<file path="config.mk">
export PLATFORM = sky130hd
export DESIGN_NAME = sawtooth_gen_multi
export DESIGN_NICKNAME = d
export VERILOG_FILES = /design/src/rtl/sawtooth_pkg.sv /design/src/rtl/sawtooth_ramp_channel.sv /design/src/rtl/sawtooth_gen_multi.sv
export SDC_FILE = /design/constraint.sdc
export NUM_CORES = 1
export LEC_CHECK = 0
export CORE_MARGIN = 2
export CORE_UTILIZATION = 56
export CTS_BUF_LIST = sky130_fd_sc_hd__clkbuf_4 sky130_fd_sc_hd__clkbuf_8
export CTS_CLUSTER_DIAMETER = 150
export DETAILED_ROUTE_END_ITERATION = 8
export HOLD_SLACK_MARGIN = 0.06
export PLACE_DENSITY = 0.79
export REMOVE_ABC_BUFFERS = 1
export SLEW_MARGIN = 30
export SYNTH_ARGS = -nofsm -noshare
export SYNTH_HDL_FRONTEND = slang
export SYNTH_SLANG_ARGS = --single-unit
</file>
<file path="constraint.sdc">
create_clock -name clk -period 4.1 [get_ports clk]
set_clock_uncertainty 0.15 [all_clocks]
set_input_delay 0.615 -clock clk [delete_from_list [all_inputs] [get_ports clk]]
set_output_delay 0.615 -clock clk [all_outputs]
set_load 0.02 [all_outputs]
</file>
<file path="src/rtl/sawtooth_pkg.sv">
// Shared types and constants for the multi-channel ramp generator.
package sawtooth_pkg;

    typedef enum logic [1:0] {
        IDLE      = 2'd0,
        CHARGE    = 2'd1,
        DISCHARGE = 2'd2,
        FALL      = 2'd3
    } ramp_state_e;

    typedef enum logic {
        SAW = 1'b0,
        TRI = 1'b1
    } ramp_mode_e;

    localparam logic [1:0] CFG_SEL_STEP = 2'd0;
    localparam logic [1:0] CFG_SEL_TOP  = 2'd1;
    localparam logic [1:0] CFG_SEL_MODE = 2'd2;

endpackage

</file>
<file path="src/rtl/sawtooth_ramp_channel.sv">
// One ramp channel: config registers, charge/discharge/fall FSM and dwell counter.
// Optional wrap_pulse output when SAWTOOTH_WRAP_PULSE_EN is defined.
module ramp_channel #(
    parameter int WIDTH      = 12,
    parameter int DIS_CYCLES = 2
) (
    input  logic             clk,
    input  logic             rst_n,
    input  logic             cfg_we,
    input  logic [1:0]       cfg_sel,
    input  logic [WIDTH-1:0] cfg_data,
    input  logic             enable,
    output logic [WIDTH-1:0] ramp,
    output logic             discharging
`ifdef SAWTOOTH_WRAP_PULSE_EN
    ,
    output logic             wrap_pulse
`endif
);
    import sawtooth_pkg::*;

    localparam int CW = (DIS_CYCLES > 1) ? $clog2(DIS_CYCLES) : 1;
    localparam logic [WIDTH-1:0] STEP_ONE = WIDTH'(1'b1);

    logic [WIDTH-1:0] step_r;
    logic [WIDTH-1:0] top_r;
    ramp_mode_e       mode_r;
    ramp_state_e      state_r;
    logic [WIDTH-1:0] ramp_r;
    logic             dis_r;
    logic [CW-1:0]    cnt_r;

    logic [WIDTH-1:0] step_eff_s;
    logic [WIDTH:0]   sum_s;
    logic             top_hit_s;

    // A zero step is treated as one so the ramp always advances.
    assign step_eff_s = (step_r == '0) ? STEP_ONE : step_r;
    assign sum_s      = {1'b0, ramp_r} + {1'b0, step_eff_s};
    assign top_hit_s  = (sum_s >= {1'b0, top_r});

    // Per-channel configuration registers.
    always_ff @(posedge clk) begin
        if (!rst_n) begin
            step_r <= STEP_ONE;
            top_r  <= '1;
            mode_r <= SAW;
        end else if (cfg_we) begin
            case (cfg_sel)
                CFG_SEL_STEP: step_r <= cfg_data;
                CFG_SEL_TOP:  top_r  <= cfg_data;
                CFG_SEL_MODE: mode_r <= ramp_mode_e'(cfg_data[0]);
                default:      mode_r <= mode_r;
            endcase
        end
    end

    // Ramp FSM; state names the action taken at the next edge, outputs are registered.
    always_ff @(posedge clk) begin
        if (!rst_n || !enable) begin
            state_r <= IDLE;
            ramp_r  <= '0;
            dis_r   <= 1'b0;
            cnt_r   <= '0;
        end else begin
            dis_r <= 1'b0;
            case (state_r)
                IDLE: begin
                    state_r <= CHARGE;
                    ramp_r  <= '0;
                end
                CHARGE: begin
                    if (top_hit_s) begin
                        ramp_r  <= top_r;
                        cnt_r   <= '0;
                        state_r <= (mode_r == TRI) ? FALL : DISCHARGE;
                    end else begin
                        ramp_r <= sum_s[WIDTH-1:0];
                    end
                end
                DISCHARGE: begin
                    ramp_r <= '0;
                    dis_r  <= 1'b1;
                    if (cnt_r == CW'(DIS_CYCLES - 1)) begin
                        cnt_r   <= '0;
                        state_r <= CHARGE;
                    end else begin
                        cnt_r <= cnt_r + CW'(1'b1);
                    end
                end
                FALL: begin
                    if (ramp_r <= step_eff_s) begin
                        ramp_r  <= '0;
                        state_r <= CHARGE;
                    end else begin
                        ramp_r <= ramp_r - step_eff_s;
                    end
                end
                default: begin
                    state_r <= IDLE;
                    ramp_r  <= '0;
                end
            endcase
        end
    end

    assign ramp        = ramp_r;
    assign discharging = dis_r;

`ifdef SAWTOOTH_WRAP_PULSE_EN
    logic wrap_r;

    // One-cycle marker aligned with the cycle ramp shows top after a charge.
    always_ff @(posedge clk) begin
        if (!rst_n) begin
            wrap_r <= 1'b0;
        end else begin
            wrap_r <= enable && (state_r == CHARGE) && top_hit_s;
        end
    end

    assign wrap_pulse = wrap_r;
`endif

endmodule

</file>
<file path="src/rtl/sawtooth_gen_multi.sv">
// Multi-channel ramp generator top: decodes config writes and packs channel outputs.
// Defining SAWTOOTH_WRAP_PULSE_EN adds the per-channel wrap_pulse output.
module sawtooth_gen_multi #(
    parameter int  WIDTH      = 12,
    parameter int  CHANNELS   = 4,
    parameter int  DIS_CYCLES = 2,
    localparam int CH_AW      = (CHANNELS > 1) ? $clog2(CHANNELS) : 1
) (
    input  logic                      clk,
    input  logic                      rst_n,
    input  logic                      cfg_we,
    input  logic [CH_AW-1:0]          cfg_ch,
    input  logic [1:0]                cfg_sel,
    input  logic [WIDTH-1:0]          cfg_data,
    input  logic [CHANNELS-1:0]       enable,
    output logic [CHANNELS*WIDTH-1:0] ramp_out,
    output logic [CHANNELS-1:0]       discharging
`ifdef SAWTOOTH_WRAP_PULSE_EN
    ,
    output logic [CHANNELS-1:0]       wrap_pulse
`endif
);
    import sawtooth_pkg::*;

    for (genvar i = 0; i < CHANNELS; i++) begin : g_ch
        logic ch_we_s;

        // Addresses at or beyond CHANNELS match no channel and are dropped.
        assign ch_we_s = cfg_we && (cfg_ch == CH_AW'(i));

        ramp_channel #(
            .WIDTH      (WIDTH),
            .DIS_CYCLES (DIS_CYCLES)
        ) u_ch (
            .clk         (clk),
            .rst_n       (rst_n),
            .cfg_we      (ch_we_s),
            .cfg_sel     (cfg_sel),
            .cfg_data    (cfg_data),
            .enable      (enable[i]),
            .ramp        (ramp_out[i*WIDTH +: WIDTH]),
            .discharging (discharging[i])
`ifdef SAWTOOTH_WRAP_PULSE_EN
            ,
            .wrap_pulse  (wrap_pulse[i])
`endif
        );
    end

endmodule
</file>
# After elaboration in Yosys (flattened, before gate mapping)

Cells that the tools add are included.

Register bits: 164
Input port bits: 23
Output and inout port bits: 52
Word-level logic and storage cells: 180

Add/subtract/negate cells: 12
Magnitude comparators: 8
Eq/ne operators: 29
Muxes and demuxes: 52
Reduce and logical (&&, ||, !) cells: 51

Operators by type and width:

| cell                | count |
|---|---|
| $mux 12             | 12 |
| $pmux 12 s3         | 4 |
| $add 12x12->13      | 4 |
| $ge 13x12->1        | 4 |
| $le 12x12->1        | 4 |
| $logic_not 12->1    | 4 |
| $sub 12x12->12      | 4 |
| $pmux 2 s4          | 4 |
| $reduce_and 2->1    | 16 |
| $mux 2              | 12 |
| $ne 2x1->1 const B  | 12 |
| $eq 2x2->1 const B  | 11 |
| $mux 1              | 16 |
| $eq 2x1->1 const B  | 6 |
| $logic_not 2->1     | 6 |
| $reduce_and 3->1    | 4 |
| $pmux 1 s2          | 4 |
| $reduce_bool 2->1   | 4 |
| $reduce_or 2->1     | 4 |
| $logic_not 1->1     | 5 |
| $add 1x1->1 const B | 4 |
| $logic_and 1x1->1   | 4 |
| $logic_or 1x1->1    | 4 |

# Depth between registers and ports, before layout

Gate-level depths: netlist of the first run.

Word-level depth: 6
Gate-level depth with buffers: 20
Gate-level depth less buffers: 18

# By module

Synthesis of the first run repeated with hierarchy kept, for this count alone.

Cell total of the unflattened synthesis: 1582
Area total of the unflattened synthesis: 12652.1 µm²

Modules (own cells, without submodules):

| module                          | instances | cells each | area each (µm²) | sequential area each (µm²) |
|---|---|---|---|---|
| ramp_channel (g_ch[1].u_ch ...) | 2         | 393        | 3174.3          | 820.8 |
| ramp_channel (g_ch[0].u_ch)     | 1         | 393        | 3139.3          | 820.8 |
| ramp_channel (g_ch[3].u_ch)     | 1         | 399        | 3126.7          | 820.8 |
| sawtooth_gen_multi              | 1         | 4          | 37.5            | 0.0 |

# Worst setup path before layout of the first run

No wires, ideal clock.

Path kind: register to register
From: register g_ch[0].u_ch.step_r[8]
To: register g_ch[0].u_ch.ramp_r[7]
Setup time: 134 ps
Arrival: 4157 ps
Required time: 3816 ps
Setup slack: -340 ps
Cell stages (with the launch flop): 21
Path buffers: 2
Period minus slack after synthesis: 4440 ps
Path through: dfxtp_1 nor3_1 a31o_2 ha_1 fa_1 nand2b_1 a21oi_1 o21bai_1 a2bb2oi_2 a221oi_1 xnor2_1 ha_1 a21o_1 a211o_1 or3_1 o21ai_1 o311a_1 buf_2 buf_4 mux2i_1 o22ai_1

Word-level cells in the longest chain between the ends: 6
Elaborated cells between the ends (all ways): 9
Those cells by class: add/sub (2); order compare (2); mux (4); reduce/logical (1)

RTL lines:

| element                | line                        | source |
|---|---|---|
| from (decl)            | sawtooth_ramp_channel.sv:25 | `logic [WIDTH-1:0] step_r;` |
| from (signal assigned) | sawtooth_ramp_channel.sv:50 | `CFG_SEL_STEP: step_r <= cfg_data;` |
| $logic_not 12->1       | sawtooth_ramp_channel.sv:38 | `assign step_eff_s = (step_r == '0) ? STEP_ONE : step_r;` |
| $mux 12 *              | sawtooth_ramp_channel.sv:38 |  |
| $add 12x12->13         | sawtooth_ramp_channel.sv:39 | `assign sum_s = {1'b0, ramp_r} + {1'b0, step_eff_s};` |
| $ge 13x12->1           | sawtooth_ramp_channel.sv:40 | `assign top_hit_s = (sum_s >= {1'b0, top_r});` |
| $mux 12                | sawtooth_ramp_channel.sv:73 | `if (top_hit_s) begin` |
| $pmux 12 s3 *          | sawtooth_ramp_channel.sv:67 | `case (state_r)` |
| to (signal assigned)   | sawtooth_ramp_channel.sv:74 | `ramp_r <= top_r;` |
| to (signal assigned)   | sawtooth_ramp_channel.sv:78 | `ramp_r <= sum_s[WIDTH-1:0];` |
| to (signal assigned)   | sawtooth_ramp_channel.sv:96 | `ramp_r <= ramp_r - step_eff_s;` |
| to (decl)              | sawtooth_ramp_channel.sv:29 | `logic [WIDTH-1:0] ramp_r;` |

Mark *: on every way between the ends. The rest lies on a longest branch, timed or not.
A chain may end at the register's enable or synchronous reset.

# Final worst setup path of the first run

From: register g_ch[0].u_ch.step_r[6]
To: register g_ch[0].u_ch.ramp_r[8]

The elaborated chain is that of the path after synthesis.

==> flow_metrics.py, run 1 <==
metrics = {
    "clock_network": {
        "cts_sinks": 164,
        "clock_latency_ns": 0.47,
        "cts_buffer_depth": 2,
        "clockRootBuffer": "clkbuf_8",
        "ctsHtreeMaxLevel": 4,
        "clk_pin_slew_worst_paths_ns": 0.10,
        "cts_tree": "yes",
        "cts_hold_buf": 0,
        "cts_buffers": 17,
    },
    "worst_setup_path": {
        "critPathMaxFanout": 6,
        "worstPathArrival_ns": 4.61,
        "cp-end-kind": "flip-flop",
        "required_ns": 4.28,
        "ff2ff_setup_slack_ns": -0.33,
        "start_kind": "flip-flop",
        "crit_type": "reg2reg",
    },
    "synth": {
        "ys_types": 71,
        "synth_edf_count": 0,
        "synth.top_cell.area_share": 0.2707,
        "yosys.area.top_type": "dfxtp_1",
        "yosysWarningCount": 0,
        "seq_area_frac_synth": 0.2707,
        "syn-cell-area_mm2": 0.01213,
        "syn_inst": 1518,
        "ys_top_cells_by_area": "dfxtp_1 27%, ha_1 15%, nand2_1 5.5%",
        "synthFlopType": "dfxtp_1",
        "ys_ff_latch": 164,
        "post_synth.cell_area_avg_um2": 7.990,
        "ys_async_sr_fraction": 0,
    },
    "outcome": {
        "outcome": "finished with violations",
        "violations": "setup timing",
    },
    "route": {
        "met1Wirelength_mm": 14.81,
        "antenna_left": 0,
        "wl_mm": 35.55,
        "firstDrtPassIters": 5,
        "drc_errors": 0,
        "drt-wirelength-per-cell_um": 18.37,
        "wl_met2_mm": 16.79,
        "viasPerCell": 5.984,
        "drt_iter0_markers": 762,
        "routed.top_layer": "met5",
        "dr_wl_met3_mm": 2.474,
        "vias": 11580,
    },
    "global_route": {
        "gr-total-overflow": 0,
        "grt_pass1_vias": 10830,
        "grt_use_total": 0.2968,
        "grt_max_degree": 109,
        "antenna_found_initial": 1,
        "grt_pass1_wl_mm": 53.65,
    },
    "floorplanning": {
        "io_pins": 75,
        "die-area_mm2": 0.02285,
        "core-area_mm2": 0.02115,
        "rows": 53,
        "initial_core_util": 0.5734,
        "die_h_um": 151.2,
        "fp.dieW_um": 151.2,
    },
    "timing": {
        "fmax_mhz": 225.9,
        "grt_setup_unrepaired": "true",
        "maxSlewViolCount": 0,
        "setup_slack_ns": -0.3273,
        "hold_viol_final": 0,
        "period_minus_slack_ns": 4.427,
        "post-route-period-util": 1.080,
        "hold-worst-slack_ns": 0.3127,
        "fin_setup_tns_ns": -4.760,
        "tightest_slew_ns": 1.158,
        "finalSetupViolations": 33,
        "slew_headroom": 0.2238,
    },
    "power_and_ir_drop": {
        "netSwitchingFraction": 0.2625,
        "seq_power_share": 0.485,
        "power_mw": 3.359,
        "p_int_mw": 2.477,
        "p_per_area_mw_per_mm2": 223.0,
        "irDropWorstVdd_mv": 0.2054,
        "clockPowerShare": 0.419,
        "p_sw_mw": 0.8818,
        "p_comb_frac": 0.097,
        "p_leak_nw": 7.002,
    },
    "final_layout": {
        "fin_nets": 1826,
        "fill_cells": 1539,
        "final_core_util": 0.7121,
        "final-instance-count-excl-fill": 1935,
        "syn_to_final_growth_pct": 24.20,
        "drive_gt1_frac": 0.2030,
        "final_common_cell": "nand2_1",
        "final_cell_mix": "176 x nand2_1, 143 x ha_1, 141 x buf_4, 132 x inv_1, 123 x dfxtp_1",
        "insertedDiodeCount": 0,
    },
    "placement": {
        "place_hpwl_mm": 24.26,
        "portBuffers": 74,
        "place_congestion": 0.9550,
        "placedCellCount": 1869,
    },
    "min_path": {
        "hold_class": "reg2reg",
    },
    "run": {
        "max-cap-violations": 0,
    },
}
power groups by stage:
| stage | registers [mW] | clock network, mW | logic [mW] |
|---|---|---|---|
| floorplan | 1.66 | 0 | 0.157 |
| global placement | 1.66 | 0 | 0.287 |
| detailed placement | 1.66 | 0 | 0.292 |
| CTS | 1.63 | 1.41 | 0.304 |
| global route | 1.63 | 1.49 | 0.349 |
| finish | 1.63 | 1.41 | 0.325 |
layout make-up:
class	instances	area, um^2	share of cell area
sequential	164	3337	0.2215
clock buffer	17	234.0	0.01553
clock inverter	15	227.7	0.01512
inverter	137	514.2	0.03414
tap	275	344.1	0.02284
multi-input combinational	1099	8449	0.5609
timing repair buffer	228	1958	0.1300
repair_timing:
item,4_1_cts,5_1_grt
setup buffers,14,19
gates cloned,2,0
resized for setup,92,79
setup endpoints to repair,59,60
pin swaps,52,52
worst max-delay path: stages (launching register included):
cell       delay, ns
dfxtp_2         0.37
nor4_4          0.06
a31o_4          0.25
ha_4            0.16
fa_2            0.33
nand2b_1        0.10
a21oi_2         0.07
o21bai_2        0.19
a2bb2oi_2       0.11
a221oi_2        0.35
xnor2_2         0.17
ha_1            0.27
a21o_1          0.16
a211o_1         0.27
or3_1           0.33
o21ai_1         0.16
o311a_1         0.29
buf_6           0.18
mux2i_2         0.23
o22ai_1         0.10
Yosys cell counts (26+ instances only):
master and n:
a21boi_0 41, a21o_1 27, a21oi_1 72, clkbuf_1 99, dfxtp_1 164, ha_1 148
inv_1 133, mux2i_1 43, nand2_1 179, nand2b_1 29, nor2_1 83, nor2b_1 29
nor3_1 41, o211ai_1 51, o21ai_0 31, xnor2_1 45, xor2_1 26
kinds of logic after synthesis:
group / share of synthesized area
simple gates: 0.1816
compound gates: 0.2123
buf+inv: 0.08283
flops: 0.2707
fa+ha+maj: 0.1659
xor+xnor: 0.05127
mux: 0.03549
per-layer routing:
layer / global-route usage / up-vias
li1: - / 5507
met2: 0.4905 / 447
met3: 0.05693 / 101
met4: 0.1332 / 2
met1: 0.3761 / 5523
met5: 0 / -
through the flow:
step	instance area, um^2	setup slack, ns
2_1_floorplan	11640	-0.4759
3_3_place_gp	13650	-0.3928
3_5_place_dp	13650	-0.5741
4_1_cts	14560	-0.2640
5_1_grt	15060	-0.3849
6_report	15060	-0.3273
worst paths after layout:
check	from	to	cells after the start
hold / removal	g_ch[2].u_ch.top_r[9]	g_ch[2].u_ch.ramp[9]	2
setup reg to reg	g_ch[0].u_ch.step_r[6]	g_ch[0].u_ch.ramp[8]	19
setup / recovery	g_ch[0].u_ch.step_r[6]	g_ch[0].u_ch.ramp[8]	19
hold reg to reg	g_ch[2].u_ch.top_r[9]	g_ch[2].u_ch.ramp[9]	2
flip-flops by register name (all words and copies together), names as in the netlist:
name                   cells
g_ch.u_ch.step_r          48
g_ch.u_ch.discharging      4
g_ch.u_ch.mode_r           4
g_ch.u_ch.ramp            48
g_ch.u_ch.state_r          8
g_ch.u_ch.top_r           48
g_ch.u_ch.cnt_r            4
(Power assumes the default switching activity.)
==> inputs of run 2 (changes only) <==
Settings changed: SETUP_SLACK_MARGIN set to 0.2.
==> flow_metrics.py, run 2 (synthesized netlist as in run 1, its figures left out) <==
metrics = {
    "outcome": {
        "outcome": "finished with violations",
        "violations": "setup timing",
    },
    "worst_setup_path": {
        "crit_type": "reg2reg",
        "cp-end-kind": "flip-flop",
        "worstPathArrival_ns": 4.61,
        "start_kind": "flip-flop",
        "critPathMaxFanout": 6,
        "required_ns": 4.29,
    },
    "power_and_ir_drop": {
        "p_leak_nw": 7.052,
        "clockPowerShare": 0.420,
        "p_comb_frac": 0.097,
        "p_int_mw": 2.478,
        "p_per_area_mw_per_mm2": 221.7,
        "irDropWorstVdd_mv": 0.2075,
        "seq_power_share": 0.483,
        "power_mw": 3.370,
        "netSwitchingFraction": 0.2648,
        "p_sw_mw": 0.8924,
    },
    "final_layout": {
        "final-instance-count-excl-fill": 1936,
        "final_common_cell": "nand2_1",
        "syn_to_final_growth_pct": 25.36,
        "drive_gt1_frac": 0.2107,
        "final_cell_mix": "173 x nand2_1, 143 x ha_1, 135 x buf_4, 132 x inv_1, 123 x dfxtp_1",
        "insertedDiodeCount": 0,
        "final_core_util": 0.7188,
        "fin_nets": 1827,
    },
    "placement": {
        "place_congestion": 0.9550,
        "placedCellCount": 1869,
        "portBuffers": 74,
        "place_hpwl_mm": 24.26,
    },
    "timing": {
        "period_minus_slack_ns": 4.413,
        "grt_setup_unrepaired": "true",
        "setup_slack_ns": -0.3126,
        "fmax_mhz": 226.6,
        "maxSlewViolCount": 0,
        "tightest_slew_ns": 0.9290,
        "post-route-period-util": 1.076,
        "finalSetupViolations": 46,
        "slew_headroom": 0.3807,
        "hold_viol_final": 0,
        "fin_setup_tns_ns": -5.219,
    },
    "floorplanning": {
        "die_h_um": 151.2,
        "io_pins": 75,
        "die-area_mm2": 0.02285,
        "fp.dieW_um": 151.2,
        "rows": 53,
        "core-area_mm2": 0.02115,
        "initial_core_util": 0.5734,
    },
    "route": {
        "drc_errors": 0,
        "firstDrtPassIters": 5,
        "drt_iter0_markers": 731,
        "drt-wirelength-per-cell_um": 18.49,
        "vias": 11650,
        "wl_mm": 35.80,
        "viasPerCell": 6.017,
        "antenna_left": 0,
    },
    "clock_network": {
        "cts_hold_buf": 0,
        "ctsHtreeMaxLevel": 4,
        "cts_tree": "yes",
        "clockRootBuffer": "clkbuf_8",
        "cts_buffer_depth": 2,
        "clk_pin_slew_worst_paths_ns": 0.10,
        "cts_sinks": 164,
        "cts_buffers": 17,
        "clock_latency_ns": 0.47,
    },
    "global_route": {
        "grt_max_degree": 109,
        "gr-total-overflow": 0,
        "grt_pass1_vias": 11060,
        "antenna_found_initial": 1,
        "grt_use_total": 0.3039,
        "grt_pass1_wl_mm": 54.86,
    },
    "min_path": {
        "hold_class": "reg2reg",
    },
    "run": {
        "max-cap-violations": 0,
    },
}
-- run 2: routing by layer --
metal	vias up	routed length [um]	global-route usage
met4	2	1631	0.1491
met2	481	16900	0.4989
li1	5507	-	-
met3	115	2405	0.05904
met5	-	10	0
met1	5544	14850	0.3825
-- run 2: power groups by stage --
stage | Clock, mW | Combinational (mW) | Sequential [mW]
3_3_place_gp | 0 | 0.287 | 1.66
6_report | 1.42 | 0.327 | 1.63
2_1_floorplan | 0 | 0.157 | 1.66
4_1_cts | 1.41 | 0.309 | 1.63
3_5_place_dp | 0 | 0.292 | 1.66
5_1_grt | 1.48 | 0.351 | 1.63
-- run 2: final timing paths --
check / end / from / slack [ns] / cells after the start
setup / recovery: g_ch[0].u_ch.ramp[8] / g_ch[0].u_ch.step_r[6] / -0.31 / 19
setup reg to reg: g_ch[0].u_ch.ramp[8] / g_ch[0].u_ch.step_r[6] / -0.31 / 19
hold / removal: g_ch[2].u_ch.ramp[9] / g_ch[2].u_ch.top_r[9] / 0.31 / 2
hold reg to reg: g_ch[2].u_ch.ramp[9] / g_ch[2].u_ch.top_r[9] / 0.31 / 2
-- run 2: critical path, cell delays in order (launching register included) --
cell and delay (ns):
dfxtp_2 0.37, nor4_4 0.06, a31o_4 0.25, ha_4 0.16
fa_2 0.33, nand2b_1 0.10, a21oi_2 0.07, o21bai_2 0.19
a2bb2oi_2 0.10, a221oi_2 0.35, xnor2_2 0.17, ha_1 0.27
a21o_1 0.16, a211o_1 0.27, or3_1 0.33, o21ai_1 0.16
o311a_1 0.29, buf_6 0.18, mux2i_2 0.22, o22ai_1 0.10
-- run 2: layout make-up --
class	count	area, um^2
multi-input cells	1099	8556
fillers	1515	5949
flip-flops and latches	164	3337
repair buffers	229	1992
inverters	137	514.2
well taps	275	344.1
clock buffers	17	234.0
clock inverters	15	227.7
-- run 2: repair_timing --
item | in CTS | in global routing
endpoints found under the hold margin | 0 | 0
gates resized for setup | 139 | 58
pin swaps | 78 | 46
buffers inserted | 17 | 16
cloned | 2 | 0
endpoints found under the setup margin | 60 | 60
-- run 2: through the flow --
step	hold WS (ns)	cell area, um^2	setup slack [ns]
global route	0.3365	15200	-0.3849
floorplan	0.2804	11640	-0.4759
global placement	0.2890	13650	-0.3928
detailed placement	0.2936	13650	-0.5741
finish	0.3133	15200	-0.3126
CTS	0.3130	14800	-0.2640
==> inputs of run 3 (changes only) <==
Clock period 4.1 ns to 3.9 ns, I/O delays scaled along.
==> flow_metrics.py, run 3 (synthesized netlist as in run 1, its figures left out) <==
metrics = {
    "outcome": {
        "outcome": "finished with violations",
        "violations": "setup timing",
    },
    "route": {
        "routed.top_layer": "met5",
        "met1Wirelength_mm": 15.47,
        "vias": 11840,
        "wl_mm": 37.75,
        "antenna_left": 0,
        "drc_errors": 0,
        "wl_met2_mm": 17.82,
        "viasPerCell": 5.961,
        "drt-wirelength-per-cell_um": 19.00,
        "firstDrtPassIters": 6,
        "drt_iter0_markers": 940,
        "dr_wl_met3_mm": 2.725,
    },
    "placement": {
        "placed_area_mm2": 0.01389,
        "place_hpwl_mm": 24.72,
        "place_congestion": 0.9641,
        "portBuffers": 74,
    },
    "power_and_ir_drop": {
        "irDropWorstVdd_mv": 0.2094,
        "p_per_area_mw_per_mm2": 219.6,
        "p_leak_nw": 7.290,
    },
    "min_path": {
        "hold_class": "reg2reg",
        "hold-path-cell-count": 2,
        "min_to": "g_ch[2].u_ch.ramp[8]",
        "hp-start": "g_ch[2].u_ch.top_r[8]",
    },
    "final_layout": {
        "final_cell_mix": "183 x buf_4, 175 x nand2_1, 140 x ha_1, 133 x inv_1, 124 x dfxtp_1",
        "fin_nets": 1878,
        "insertedDiodeCount": 0,
        "final_area_mm2": 0.01564,
        "syn_to_final_growth_pct": 28.91,
        "final_common_cell": "buf_4",
        "final_core_util": 0.7392,
        "drive_gt1_frac": 0.2389,
    },
    "floorplanning": {
        "initial_core_util": 0.5734,
        "die-area_mm2": 0.02285,
        "fp.dieW_um": 151.2,
        "die_h_um": 151.2,
        "rows": 53,
        "io_pins": 75,
        "core-area_mm2": 0.02115,
    },
    "timing": {
        "tightest_slew_ns": 0.9973,
        "post-route-period-util": 1.129,
        "setup_slack_ns": -0.5026,
        "fmax_mhz": 227.1,
        "period_minus_slack_ns": 4.403,
        "slew_headroom": 0.3351,
        "maxSlewViolCount": 0,
        "hold_viol_final": 0,
        "grt_setup_unrepaired": "true",
        "finalSetupViolations": 58,
    },
    "global_route": {
        "antenna_found_initial": 1,
        "grt_pass1_wl_mm": 56.69,
        "grt_pass1_vias": 11430,
        "grt_max_degree": 109,
        "gr-total-overflow": 0,
        "grt_use_total": 0.3146,
    },
    "worst_setup_path": {
        "worst-path-buf-inv": 1,
        "cp-end-kind": "flip-flop",
        "path_delay_family": "compound AO/OA/AOI/OAI gates",
        "ff2ff_setup_slack_ns": -0.50,
        "worstReg2RegStart": "g_ch[0].u_ch.step_r[3]",
        "max_stage_delay_ns": 0.35,
        "cpMaxStageDelayCell": "dfxtp_2",
        "cp_cell_sequence": "nor4_2 > a31o_2 > ha_4 > fa_2 > nand2b_1 > a21oi_2 > o21bai_2 > a2bb2oi_2 > a221oi_2 > xnor2_1 > ha_1 > a21o_1 > a211o_1 > or3_1 > o21ai_2 > o311a_4 > buf_6 > mux2i_2 > o21ai_1",
        "reg2reg_depth": 19,
        "crit_type": "reg2reg",
        "start_kind": "flip-flop",
        "worstPathArrival_ns": 4.59,
        "r2r-end": "g_ch[0].u_ch.ramp[9]",
        "required_ns": 4.09,
        "critPathMaxFanout": 5,
    },
    "clock_network": {
        "clk_pin_slew_worst_paths_ns": 0.09,
        "cts_buffers": 17,
        "clock_latency_ns": 0.48,
        "clockRootBuffer": "clkbuf_8",
        "cts_tree": "yes",
        "cts_buffer_depth": 2,
        "cts_sinks": 164,
        "ctsHtreeMaxLevel": 4,
    },
    "run": {
        "max-cap-violations": 0,
    },
}
run 3: changes by cell type in the layout (fill, tap and decap cells not counted), moves of 3 or more:
cell,change
buf_4,+48
clkbuf_8,+3
ha_1,-3
ha_2,+3
mux2i_2,-4
nand3_2,+3
xor2_1,-3
xor2_2,+3
run 3: per-layer routing:
layer	global-route usage	vias up
li1	-	5612
met1	0.3888	5596
met2	0.5182	493
met3	0.07169	141
met4	0.1523	2
met5	0	-
run 3: how the worst max path moves through the flow:
| stage | startpoint | endpoint | slack (ns) | cells past startpoint |
|---|---|---|---|---|
| 6_report | g_ch[0].u_ch.step_r[3] | g_ch[0].u_ch.ramp[9] | -0.50 | 19 |
| 4_1_cts | g_ch[0].u_ch.step_r[4] | g_ch[0].u_ch.ramp[3] | -0.40 | 19 |
| 5_1_grt | g_ch[0].u_ch.step_r[5] | g_ch[0].u_ch.ramp[9] | -0.64 | 19 |
| 3_3_place_gp | g_ch[0].u_ch.step_r[8] | g_ch[0].u_ch.ramp[1] | -0.61 | 19 |
| 2_1_floorplan | g_ch[2].u_ch.step_r[1] | g_ch[2].u_ch.ramp[2] | -0.68 | 16 |
| 3_5_place_dp | g_ch[0].u_ch.step_r[10] | g_ch[0].u_ch.ramp[3] | -0.77 | 19 |
run 3: metrics by stage:
step,hold slack [ns],std cells,setup TNS [ns],setup WS [ns],power [mW]
global route,0.3453,1987,-25.64,-0.6426,3.540
floorplan,0.2804,1400,-28.42,-0.6759,1.914
detailed placement,0.2969,1903,-30.23,-0.7679,2.062
finish,0.3122,1987,-16.84,-0.5026,3.434
global placement,0.2882,1903,-22.04,-0.6121,2.054
CTS,0.3119,1968,-14.61,-0.4009,3.412
run 3: timing repair:
| action | 4_1_cts | 5_1_grt |
|---|---|---|
| hold buffers | 0 | 0 |
| pin swaps | 78 | 50 |
| setup buffers | 30 | 19 |
| resized for setup | 140 | 68 |
| gates cloned | 3 | 0 |
| endpoints found under the setup margin | 60 | 60 |
run 3: power breakdown:
group	internal (mW)	switching, mW	total [mW]
Clock	0.693	0.677	1.37
Combinational	0.144	0.208	0.352
Sequential	1.70	0.0169	1.71
Total	2.53	0.902	3.43
run 3: layout make-up:
| cell class | count | area (um^2) |
|---|---|---|
| clock buffer | 21 | 282.8 |
| clock inverter | 11 | 151.4 |
| fill | 1427 | 5518 |
| inverter | 137 | 514.2 |
| multi-input combinational | 1099 | 8621 |
| sequential | 164 | 3333 |
| tap | 275 | 344.1 |
| timing repair buffer | 280 | 2390 |
run 3: worst min-delay path, cell delays in order, from the launching register on:
cell	delay, ns
dfxtp_1	0.32
nand2_1	0.05
a21oi_1	0.06
